<file path="config.mk">
export PLATFORM = sky130hd
export DESIGN_NAME = cr_kme_ram_fifo_arb
export DESIGN_NICKNAME = d
export VERILOG_FILES = /design/src/rtl/cr_kme_ram_fifo_arb.sv
export SDC_FILE = /design/constraint.sdc
export NUM_CORES = 1
export LEC_CHECK = 0
export ABC_AREA = 1
export BUFFER_PORTS_ARGS = -buffer_cell sky130_fd_sc_hd__buf_2
export CORE_AREA = 2 2 143 145
export CTS_CLUSTER_SIZE = 14
export DETAILED_ROUTE_END_ITERATION = 10
export DIE_AREA = 0 0 145 147
export PLACE_DENSITY = 0.69
export SYNTH_ARGS = -nofsm -noshare
export SYNTH_HDL_FRONTEND = slang
export SYNTH_SLANG_ARGS = --single-unit
export TNS_END_PERCENT = 20
</file>
<file path="constraint.sdc">
create_clock -name clk -period 3.4 [get_ports clk]
set_clock_uncertainty 0.15 [all_clocks]
set_input_delay 0.68 -clock clk [delete_from_list [all_inputs] [get_ports clk]]
set_output_delay 0.68 -clock clk [all_outputs]
set_load 0.01 [all_outputs]
</file>
<file path="src/rtl/cr_kme_ram_fifo_arb.sv">
// Round-robin, packet-locked arbiter for the shared KME RAM FIFO write port.
// A single output register stage feeds the FIFO at up to one beat per cycle.
// The FIFO's uncorrectable-ECC pulse is also latched into a sticky status bit.
module cr_kme_ram_fifo_arb #(
    parameter int unsigned N_REQ    = 4,
    parameter int unsigned DW       = 71,
    parameter int unsigned LAST_BIT = 70,
    localparam int unsigned IW      = (N_REQ > 1) ? $clog2(N_REQ) : 1
) (
    input  logic                clk,
    input  logic                rst,
    input  logic [N_REQ-1:0]    req_valid,
    input  logic [N_REQ*DW-1:0] req_data,
    output logic [N_REQ-1:0]    req_ready,
    output logic [DW-1:0]       fifo_in,
    output logic                fifo_in_valid,
    input  logic                fifo_in_stall,
    input  logic                fifo_mbe,
    input  logic                mbe_clr,
    output logic                mbe_sticky,
    output logic [IW-1:0]       grant_id,
    output logic                lock
);

    typedef enum logic {StIdle, StLocked} state_e;

    state_e          state_q, state_d;
    logic [IW-1:0]   grant_q, grant_d;
    logic [IW-1:0]   rr_q, rr_d;
    logic            out_vld_q, out_vld_d;
    logic [DW-1:0]   out_data_q, out_data_d;
    logic            mbe_q, mbe_d;

    logic            drain, load, have, accept, last;
    logic [IW-1:0]   sel, cand;
    logic [DW-1:0]   sel_data;

    function automatic logic [IW-1:0] rr_next(input logic [IW-1:0] x);
        return (x == IW'(N_REQ - 1)) ? '0 : x + IW'(1);
    endfunction

    assign drain = out_vld_q & ~fifo_in_stall;
    assign load  = ~out_vld_q | drain;

    // Requester selection: locked owner, or first valid requester from rr_q onward
    always_comb begin
        sel  = grant_q;
        have = 1'b0;
        cand = '0;
        if (state_q == StLocked) begin
            have = req_valid[grant_q];
        end else begin
            for (int unsigned k = 0; k < N_REQ; k++) begin
                cand = IW'((32'(rr_q) + k) % N_REQ);
                if (!have && req_valid[cand]) begin
                    sel  = cand;
                    have = 1'b1;
                end
            end
        end
    end

    assign sel_data = req_data[32'(sel) * DW +: DW];
    assign last     = sel_data[LAST_BIT];
    // Nothing is accepted while in reset so a beat is never lost into a cleared register
    assign accept   = load & have & ~rst;

    // Ready is a one-hot strobe to the selected requester only
    always_comb begin
        req_ready = '0;
        if (accept) begin
            req_ready[sel] = 1'b1;
        end
    end

    // Next-state for the output stage, lock FSM, round-robin pointer and ECC sticky bit
    always_comb begin
        state_d    = state_q;
        grant_d    = grant_q;
        rr_d       = rr_q;
        out_vld_d  = out_vld_q;
        out_data_d = out_data_q;
        mbe_d      = fifo_mbe | (mbe_q & ~mbe_clr);

        if (load) begin
            out_vld_d = accept;
        end
        if (accept) begin
            out_data_d = sel_data;
            unique case (state_q)
                StIdle: begin
                    if (last) begin
                        rr_d = rr_next(sel);
                    end else begin
                        state_d = StLocked;
                        grant_d = sel;
                    end
                end
                StLocked: begin
                    if (last) begin
                        state_d = StIdle;
                        rr_d    = rr_next(grant_q);
                    end
                end
                default: state_d = StIdle;
            endcase
        end
    end

    // State registers with synchronous reset
    always_ff @(posedge clk) begin
        if (rst) begin
            state_q    <= StIdle;
            grant_q    <= '0;
            rr_q       <= '0;
            out_vld_q  <= 1'b0;
            out_data_q <= '0;
            mbe_q      <= 1'b0;
        end else begin
            state_q    <= state_d;
            grant_q    <= grant_d;
            rr_q       <= rr_d;
            out_vld_q  <= out_vld_d;
            out_data_q <= out_data_d;
            mbe_q      <= mbe_d;
        end
    end

    assign fifo_in_valid = drain;
    assign fifo_in       = out_data_q;
    assign mbe_sticky    = mbe_q;
    assign grant_id      = grant_q;
    assign lock          = (state_q == StLocked);

`ifndef SYNTHESIS
    a_ready_onehot0 : assert property (@(posedge clk) disable iff (rst) $onehot0(req_ready));
    a_no_wr_on_stall : assert property (@(posedge clk) disable iff (rst)
        !(fifo_in_valid && fifo_in_stall));
    for (genvar i = 0; i < N_REQ; i++) begin : g_hold
        a_req_hold : assert property (@(posedge clk) disable iff (rst)
            req_valid[i] && !req_ready[i] |=>
            req_valid[i] && $stable(req_data[i*DW +: DW]));
    end
`endif

endmodule

</file>
==> metrics.md <==
| Metric | Value |
|---|---|
| Yosys warns | `0` |
| Leading area contributor after synthesis | `nor2_1` |
| IO Port Bufs | `between 300 and 400` |
| Initial core utilization | `29.2%` |
| Number of global-route vias before repair | `about 7k` |
| Gpl congestion | `0.927` |
| Final Core Density | `41.0%` |
| Core area | `0.0198 sq mm` |
| Final Max Slew Viols | `0` |
| Non-Filler Instances | `approximately 1.7k` |
| Largest net degree at the start of global routing | `94` |
| Top_reg_cell synth | `dfxtp_1` |
| Ys async rst share | `0%` |
| Synth top area share | `roughly 28%` |
| Worst slew margin | `40.9%` |
| Worst path required time | `~2.6 ns` |
| Worst-path clk slew | `around 0.060 ns` |
| Area post-placement | `~0.0078 sq mm` |
| Crit start category | `flop` |
| Fmax | `around 320 MHz` |
| Fin crit period | `3.17 ns` |
| Final hold viol count | `0` |
| Via count | `between 7k and 8k` |
| Layout cells sized above 1 | `30.3%` |
| Fin Setup TNS | `0 ns` |
| Wire length per cell | `approximately 13 microns` |
| Synthesized area per cell | `between 5 and 6 sq um` |
| Die Y | `around 150 microns` |
| DR iter-0 viols | `362` |
| Most common cell in the netlist | `nor2_1` |
| Area contributors post-synth | `nor2_1, dfxtp_1, nand2_1` |
| Outcome | `finished, final reports clean` |
| First-pass GRT wire length | `approximately 34 mm` |
| Clk sink count | `~80` |
| DRC Markers | `0` |
| CTS Root Cell | `clkbuf_16` |
| CTS tree | `built` |
| Post-Synthesis Cells | `approximately 1.1k` |
| Total Wirelength | `21.6 mm` |
| Mapped Area | `between 0.005 and 0.006 sq mm` |
| 1st-pass router iterations | `6` |
| Commonest cells in the netlist | `nor2_1, nand2_1, inv_1` |
| Die area | `0.0213 sq mm` |
| Worst Max-Slew Pin Slew | `0.887 ns` |
| Area Overhead vs Synth | `40.3%` |
| Worst Hold Class | `reg -> reg` |
| Max VDD drop | `just under 0.0008 V` |
| Io pins | `between 300 and 400` |
| Routed vias/inst | `roughly 4.5` |
| Lkg Pwr | `~4.6 nW` |
| Die W | `between 100 and 150 microns` |
| Maxcap violations | `0` |
| Critical path peak fanout | `8` |
| Count of state elements after synthesis | `78` |
| Initial antenna violation count | `2` |
| Final Cell Area | `0.00814 sq mm` |
| HPWL Detailed | `between 15 and 20 mm` |
| Antenna viol nets, final | `0` |
| CP Data Arrival Time | `around 2.3 ns` |
| RSZ-0062 raised after global routing | `no` |
| Sequential-to-total area share from yosys stat | `a little over a quarter` |
| Row count | `52` |
| Postcts setup bufs | `0` |
| CP endpoint kind | `primary output` |
| Nets@finish | `1694` |
| Placed cell count | `roughly 1.7k` |
| Final setup viols | `0` |
| TritonCTS Buffers | `9` |
| Mapped Nets | `between 1k and 1.5k` |
| Kind of critical path | `reg -> out` |
| H-tree levels | `3` |
| Distinct cell type count after synthesis | `24` |
| Post-synth EDFFs | `0` |
| Grt ovf | `0` |
| Skew-Pair Late Insertion Delay | `0.33 ns` |
| Tcrit/Tclk final | `93.2%` |
| Bufs on Longest Clock Path | `2` |
| Pwr Density | `about 1200 mW/mm^2` |
| GRT Util Overall | `about a fifth` |
worst paths after layout:
check,start,endpoint,slack [ns],depth (start not counted)
hold reg to reg,out_vld_q,out_vld_q,0.35,2
setup / recovery,rr_q[1],req_ready[0],0.23,16
setup reg to reg,rr_q[0],fifo_in[67],0.54,16
hold / removal,out_vld_q,out_vld_q,0.35,2
cell families (layout without fill, tap and decap cells):
group,Yosys count,in the layout,share of synthesized area (%)
other,0,2,0
adder cells (fa/ha/maj),5,5,1.08
AND/OR/NAND/NOR,660,660,45.7
flip-flops,78,78,26.9
buffers and inverters,167,503,12.9
AO/OA/AOI/OAI,155,155,13.4
critical path, stage by stage, from the launching register on:
cell     delay [ns]
dfxtp_1        0.42
inv_2          0.11
nand2_1        0.08
nand2_2        0.09
nand2_2        0.09
nand2_4        0.07
nor2_4         0.12
nand2_1        0.08
o21ai_1        0.12
inv_1          0.04
nand2_1        0.09
nand2_2        0.10
inv_2          0.14
ha_1           0.16
inv_1          0.04
nor2_1         0.11
buf_2          0.14
power by group:
group	internal, mW	total [mW]	switching [mW]
clock	0.739	1.13	0.389
sequential	1.29	1.49	0.205
combinational	2.51	7.55	5.04
total	4.54	10.2	5.63
per-layer routing:
layer  part of all wire (%)  track usage, %  wire length [microns]  up-vias
li1                       -               -                      -     3960
met2                     48            34.5                  10300      326
met1                     41            22.3                   8770     3240
met4                    3.7            8.86                    799        0
met3                    8.0            4.60                   1720       48
met5                      0               0                      0        -
flip-flops by register name (all words and copies together), names as in the netlist:
name,count
fifo_in,71
grant_id,2
lock,1
mbe_sticky,1
out_vld_q,1
rr_q,2
placed cells by master, fill, tap and decap left out:
cell type,n
ha_1,5
dfxtp_1,77
o21ai_1,80
nor3_1,1
nand3_2,2
o211ai_1,1
o21ai_0,66
diode_2,2
bufinv_16,3
inv_4,1
nand2_2,6
buf_12,2
a21oi_1,7
clkbuf_16,9
clkinv_2,1
dfxtp_2,1
nor2_1,429
nand2_1,130
nand3_1,84
inv_1,93
clkbuf_1,1
inv_6,1
nand4_1,3
buf_2,372
o21ai_2,1
inv_2,4
buf_4,15
nor2_4,2
clkbuf_8,1
nand2_4,3
stage by stage:
stage | power (mW) | hold slack (ns) | setup slack, ns
after CTS | 10.3 | 0.341 | 0.142
final | 10.2 | 0.346 | 0.230
after floorplan | 7.36 | 0.309 | 0.392
after detailed placement | 9.08 | 0.333 | 0.234
after global routing | 11.4 | 0.386 | 0.0292
after global placement | 9.05 | 0.324 | 0.260
final cells by class:
cell class	count	area, sq um
flip-flops and latches	78	1560
well taps	270	338
inverters	98	370
repair buffers	389	2010
diodes	2	5.00
clock buffers	11	243
multi-input cells	820	3500
clock inverters	5	104
fillers	2203	11700
what timing repair did:
| action | 4_1_cts | 5_1_grt |
|---|---|---|
| endpoints found under the setup margin | 0 | 4 |
| gates resized for setup | 0 | 2 |
| hold buffers | 0 | 0 |
(Power assumes the default switching activity.)
